--- src/rtl/frame_sync_pkg.sv ---
// Shared definitions for the 193-bit frame-alignment controller: state encoding
// and default link parameters.
package frame_sync_pkg;

   localparam int unsigned FRAME_LEN_DEF = 193;
   localparam int unsigned SYNC_W_DEF    = 4;
   localparam logic [SYNC_W_DEF-1:0] SYNC_WORD_DEF = 4'b1001;

   localparam logic [1:0] ST_HUNT    = 2'b00;
   localparam logic [1:0] ST_PRESYNC = 2'b01;
   localparam logic [1:0] ST_SYNC    = 2'b10;

   typedef enum logic [1:0] {
      StHunt    = ST_HUNT,
      StPresync = ST_PRESYNC,
      StSync    = ST_SYNC
   } state_e;

   function automatic int unsigned max_u(input int unsigned a, input int unsigned b);
      return (a > b) ? a : b;
   endfunction

endpackage

--- src/rtl/sync_word_det.sv ---
// Sync-word shift register; hit compares the stored history plus the bit
// currently on the input against the sync word.
module sync_word_det
   import frame_sync_pkg::*;
#(
   parameter int unsigned             SYNC_W    = SYNC_W_DEF,
   parameter logic [SYNC_W-1:0]       SYNC_WORD = SYNC_WORD_DEF
) (
   input  logic clk,
   input  logic reset,
   input  logic in,
   input  logic in_valid,
   output logic hit
);

   // The oldest bit shifts out before it is ever compared, so only SYNC_W-1
   // bits of history need storage.
   logic [SYNC_W-2:0] sr_q;
   logic [SYNC_W-1:0] sr_next;

   assign sr_next = {sr_q, in};
   assign hit     = (sr_next == SYNC_WORD);

   always_ff @(posedge clk) begin
      if (reset) begin
         sr_q <= '0;
      end else if (in_valid) begin
         sr_q <= sr_next[SYNC_W-2:0];
      end
   end

endmodule

--- src/rtl/frame_sync_ctrl.sv ---
// Frame-alignment controller: HUNT/PRESYNC/SYNC FSM, frame bit counter and
// registered status pulses. Define SYNC_STATS_EN to add miss/loss totals.
module frame_sync_ctrl
   import frame_sync_pkg::*;
#(
   parameter int unsigned       FRAME_LEN = FRAME_LEN_DEF,
   parameter int unsigned       SYNC_W    = SYNC_W_DEF,
   parameter logic [SYNC_W-1:0] SYNC_WORD = SYNC_WORD_DEF,
   parameter int unsigned       CONFIRM_N = 3,
   parameter int unsigned       LOSS_M    = 2,
   parameter int unsigned       CNT_W     = 8
) (
   input  logic             clk,
   input  logic             reset,
   input  logic             in,
   input  logic             in_valid,
   output logic [CNT_W-1:0] bit_cnt,
   output logic [1:0]       state,
   output logic             in_sync,
   output logic             frame,
   output logic             sync_err,
   output logic             los
`ifdef SYNC_STATS_EN
   ,
   output logic [15:0]      miss_total,
   output logic [7:0]       los_total
`endif
);

   localparam int unsigned      HM_W      = $clog2(max_u(CONFIRM_N, LOSS_M) + 1);
   localparam logic [HM_W-1:0]  CONFIRM_C = HM_W'(CONFIRM_N);
   localparam logic [HM_W-1:0]  LOSS_C    = HM_W'(LOSS_M);
   localparam logic [HM_W-1:0]  HM_MAX    = '1;
   localparam logic [CNT_W-1:0] LAST_BIT  = CNT_W'(FRAME_LEN - 1);

   state_e           state_q, state_d;
   logic [CNT_W-1:0] bit_cnt_q, bit_cnt_d;
   logic [HM_W-1:0]  hits_q, hits_d, hits_inc;
   logic [HM_W-1:0]  miss_q, miss_d, miss_inc;
   logic             frame_q, frame_d;
   logic             sync_err_q, sync_err_d;
   logic             los_q, los_d;
   logic             hit;
   logic             ckpt;

   sync_word_det #(
      .SYNC_W    (SYNC_W),
      .SYNC_WORD (SYNC_WORD)
   ) u_det (
      .clk      (clk),
      .reset    (reset),
      .in       (in),
      .in_valid (in_valid),
      .hit      (hit)
   );

   assign ckpt     = in_valid & (bit_cnt_q == LAST_BIT);
   assign hits_inc = (hits_q == HM_MAX) ? hits_q : hits_q + HM_W'(1);
   assign miss_inc = (miss_q == HM_MAX) ? miss_q : miss_q + HM_W'(1);

   always_comb begin
      state_d    = state_q;
      bit_cnt_d  = bit_cnt_q;
      hits_d     = hits_q;
      miss_d     = miss_q;
      frame_d    = 1'b0;
      sync_err_d = 1'b0;
      los_d      = 1'b0;
      if (in_valid) begin
         bit_cnt_d = ckpt ? '0 : bit_cnt_q + CNT_W'(1);
         case (state_q)
            StHunt: begin
               bit_cnt_d = '0;
               if (hit) begin
                  state_d = StPresync;
                  hits_d  = HM_W'(1);
               end
            end
            StPresync: begin
               // Hits between checkpoints are ignored; only aligned repeats count.
               if (ckpt) begin
                  if (hit) begin
                     hits_d = hits_inc;
                     if (hits_inc == CONFIRM_C) begin
                        state_d = StSync;
                        miss_d  = '0;
                        frame_d = 1'b1;
                     end
                  end else begin
                     state_d = StHunt;
                     hits_d  = '0;
                  end
               end
            end
            StSync: begin
               if (ckpt) begin
                  frame_d = 1'b1;
                  if (hit) begin
                     miss_d = '0;
                  end else begin
                     sync_err_d = 1'b1;
                     miss_d     = miss_inc;
                     if (miss_inc == LOSS_C) begin
                        state_d   = StHunt;
                        los_d     = 1'b1;
                        bit_cnt_d = '0;
                        hits_d    = '0;
                        miss_d    = '0;
                     end
                  end
               end
            end
            default: begin
               state_d   = StHunt;
               bit_cnt_d = '0;
            end
         endcase
      end
   end

   always_ff @(posedge clk) begin
      if (reset) begin
         state_q    <= StHunt;
         bit_cnt_q  <= '0;
         hits_q     <= '0;
         miss_q     <= '0;
         frame_q    <= 1'b0;
         sync_err_q <= 1'b0;
         los_q      <= 1'b0;
      end else begin
         state_q    <= state_d;
         bit_cnt_q  <= bit_cnt_d;
         hits_q     <= hits_d;
         miss_q     <= miss_d;
         frame_q    <= frame_d;
         sync_err_q <= sync_err_d;
         los_q      <= los_d;
      end
   end

   assign bit_cnt  = bit_cnt_q;
   assign state    = state_q;
   assign in_sync  = (state_q == StSync);
   assign frame    = frame_q;
   assign sync_err = sync_err_q;
   assign los      = los_q;

`ifdef SYNC_STATS_EN
   logic [15:0] miss_total_q;
   logic [7:0]  los_total_q;

   // Totals advance on the same edge that registers the matching pulse.
   always_ff @(posedge clk) begin
      if (reset) begin
         miss_total_q <= '0;
         los_total_q  <= '0;
      end else begin
         if (sync_err_d && (miss_total_q != '1)) miss_total_q <= miss_total_q + 16'd1;
         if (los_d && (los_total_q != '1))       los_total_q  <= los_total_q + 8'd1;
      end
   end

   assign miss_total = miss_total_q;
   assign los_total  = los_total_q;
`endif

endmodule
--- config.mk ---
export PLATFORM = sky130hd
export DESIGN_NAME = frame_sync_ctrl
export DESIGN_NICKNAME = d
export VERILOG_FILES = /design/src/rtl/frame_sync_pkg.sv /design/src/rtl/sync_word_det.sv /design/src/rtl/frame_sync_ctrl.sv
export SDC_FILE = /design/constraint.sdc
export NUM_CORES = 1
export LEC_CHECK = 0
export CELL_PAD_IN_SITES_DETAIL_PLACEMENT = 0
export CELL_PAD_IN_SITES_GLOBAL_PLACEMENT = 1
export CORE_MARGIN = 5
export CORE_UTILIZATION = 44
export CTS_BUF_LIST = sky130_fd_sc_hd__clkbuf_8
export CTS_CLUSTER_DIAMETER = 80
export DETAILED_ROUTE_END_ITERATION = 10
export PLACE_DENSITY = 0.95
export SLEW_MARGIN = 10
export SYNTH_ARGS = -nofsm -noshare
export SYNTH_HDL_FRONTEND = slang
export SYNTH_SLANG_ARGS = --single-unit
--- constraint.sdc ---
create_clock -name clk -period 2.95 [get_ports clk]
set_clock_uncertainty 0.15 [all_clocks]
set_input_delay 0.59 -clock clk [delete_from_list [all_inputs] [get_ports clk]]
set_output_delay 0.59 -clock clk [all_outputs]
set_load 0.02 [all_outputs]
==> reports/results.txt <==
Initial Utilization = 45.8%
WP data arrival = 1720 ps
Crit path max-delay family = buffers and inverters
HPWL after DPL = 1510 um
TritonCTS clock tree = built
Grt total ovfl = 0
RePlAce Congestion = 0.757
Max_cap viols = 0
Remaining DRCs = 0
Reg2reg end = state[0]$_SDFFE_PP0P_
Post-CTS Resized = 0
Starting DRT DRC Count = 15
Final net count = 135
Cell variety after synth = 34
RSZ-0062 raised after global routing = false
P per Cell Area = 402 nW/um2
HP Start = miss_q[1]$_SDFFE_PP0P_
DIE HEIGHT = 58.0 um
Met3 WL post-DR = 111 um
Slew HR = 65.1%
Vias = 807
Die X = 58.0 um
Filler instances = 207
Final antenna-violating net count = 0
Initial DRT Pass Iterations = 4
Wirelength per Cell = 12.8 um
Final Power = 511 uW
Post-CTS Setup Inserts = 0
DR vias/cell = 5.27
H-tree Lvls = 1
Max FO, Critical Path = 8
CTS buffer count = 3
Worst-case clock buffer depth = 2
Ys Warns = 0
Top-level I/O count = 18
Most common cell after layout, fill and taps aside = dfxtp_1
Critical path class = register to output pin
Hold endpoint = miss_q[1]$_SDFFE_PP0P_
Worst Path Buf+Inv = 2
Clock-pin slew on the worst setup and hold paths = 70 ps
Worst vdd ir = 0.000254 V
Initial antenna violation count = 0
Pin count of the biggest net entering global routing = 18
Slew Limit Fails = 0
Most frequent cells in the layout = dfxtp_1 (20), clkdlybuf4s50_1 (17), nor2_1 (16), inv_1 (7)
Final Core Density = 57.4%
Final setup fails = 0
Die ar. = 3360 um2
Antenna diode count = 0
Standard-cell row count = 17
Hold Crit Class = register to register
Critical path's slowest cell = clkdlybuf4s50_1
Worst-Skew Late Latency = 250 ps
Crit path time final = 2460 ps
Max incr delay on CP = 680 ps
Final hold violation count = 0
WL met2 = 916 um
Total track usage = 12.1%
Setup TNS = 0 ps
R2r worst-path depth = 6
Leakage = 0.423 nW
Max Fclk = 406 MHz
Top layer in use = met4
Reg2reg setup slack = 840 ps
Post-Syn Nets = 115
P&R area growth vs syn = 25.2%
Outcome = completed
Avg Inst Size Synth = 9.56 um2
Mapped Cells = 106
Slew @ Worst Pin = 522 ps
CP endpoint kind = output pin
Share of layout cells above drive strength 1 = 8.80%
Register area share after synthesis = 39.5%
Core Footprint = 2210 um2
Fin crit share = 83.5%
Critical path data required time = 2210 ps
Routed Wire Length = 1970 um
CTS Hold Bufs = 0
First-pass GRT wire length = 3220 um
Worst Hold Depth = 2
M1 wire length = 917 um
Vias in the first global route = 759
Number of synthesized register bits = 20
Critical path cell sequence = inv_1, ha_1, clkdlybuf4s50_1
CP Launch Type = register
Clock root cell = clkbuf_8
Critical R2R Launch = state[0]$_SDFFE_PP0P_
Port Buffers = 17
Mapped Area = 1010 um2
CTS sink count = 20
-- report_power, final --
part | total [mW] | internal, mW | leakage, nW | switching [mW]
clock network | 0.205 | 0.119 | 0.0288 | 0.0860
registers | 0.276 | 0.273 | 0.162 | 0.00307
logic | 0.0303 | 0.0149 | 0.233 | 0.0153
total | 0.511 | 0.406 | 0.423 | 0.104
-- worst max path at each step --
stage               slack, ps               endpoint             startpoint  depth (start not counted)
floorplan                 790  state[0]$_SDFFE_PP0P_  state[0]$_SDFFE_PP0P_                          6
global placement          440  state[0]$_SDFFE_PP0P_               in_valid                          6
detailed placement        380  state[0]$_SDFFE_PP0P_                     in                          6
CTS                       470                in_sync  state[0]$_SDFFE_PP0P_                          3
global route              390                in_sync  state[0]$_SDFFE_PP0P_                          3
finish                    490                in_sync  state[0]$_SDFFE_PP0P_                          3
-- metal layers --
layer	up-vias	track usage, %
li1	409	-
met1	367	14.9
met2	27	19.7
met3	4	2.67
met4	0	6.29
met5	-	0
-- metrics by stage --
| step | setup WS [ps] | std cells | hold slack, ps | area, um2 |
|---|---|---|---|---|
| after global placement | 436 | 149 | 293 | 1210 |
| after global routing | 389 | 153 | 366 | 1270 |
| after detailed placement | 382 | 149 | 312 | 1210 |
| after CTS | 472 | 153 | 324 | 1270 |
| final | 488 | 153 | 326 | 1270 |
| after floorplan | 787 | 106 | 282 | 1010 |
-- synthesized netlist by cell type --
master | instances | share of area [%]
nand2_1 | 6 | 2.2
a221o_1 | 1 | 0.99
o311ai_0 | 1 | 0.86
dfxtp_1 | 20 | 40
nand4_1 | 3 | 1.9
a221oi_4 | 1 | 2.6
nand4_4 | 1 | 2.1
nor4_1 | 1 | 0.62
buf_2 | 1 | 0.49
xor2_1 | 4 | 3.5
nand2b_1 | 4 | 2.5
o31a_2 | 1 | 0.99
nand3_1 | 1 | 0.49
nand4b_1 | 3 | 2.6
mux2i_1 | 6 | 5.9
nor2_1 | 16 | 5.9
nor3_1 | 1 | 0.49
inv_1 | 7 | 2.6
a21boi_4 | 1 | 1.9
nor4bb_1 | 1 | 0.99
xnor2_1 | 3 | 2.6
a21o_1 | 1 | 0.74
a211oi_1 | 1 | 0.74
and3_2 | 1 | 0.74
nand3b_1 | 2 | 1.5
nor4b_1 | 1 | 0.86
o21a_1 | 1 | 0.74
clkbuf_1 | 2 | 0.74
ha_1 | 5 | 6.2
nand4bb_1 | 1 | 1.1
and4bb_2 | 1 | 1.2
and2_1 | 1 | 0.62
a21oi_1 | 5 | 2.5
o31ai_1 | 1 | 0.74
-- tightest hold or removal path: cells and delay by family (launching register included) --
family,cells,cell delay [ps]
flip-flops,1,310
buffers and inverters,1,70
AO/OA/AOI/OAI,1,50
-- layout make-up --
type / instances / area, um2 / area share, %
timing repair buffer: 18 / 178 / 14.0
multi-input combinational: 76 / 574 / 45.3
clock buffer: 4 / 55.1 / 4.34
sequential: 20 / 400 / 31.6
tap: 28 / 35.0 / 2.76
inverter: 7 / 26.3 / 2.07
-- cells by family (layout without fill, tap and decap cells) --
group                      after synthesis  count (layout)  synth area share (%)
AOI/OAI and AO/OA                       14              14                  12.7
buffers and inverters                   10              29                  3.83
adders and majority gates                5               5                  6.17
muxes                                    6               6                  5.93
DFF                                     20              20                  39.5
xor gates and xnor gates                 7               7                  6.05
and+or+nand+nor                         44              44                  25.8
-- flip-flops by register name, indices dropped and copies added, names as in the netlist --
signal,count
hits_q,2
sync_err,1
u_det.sr_q,3
los,1
frame,1
state,2
miss_q,2
bit_cnt,8
No activity file was read; power rests on OpenSTA's default activity.
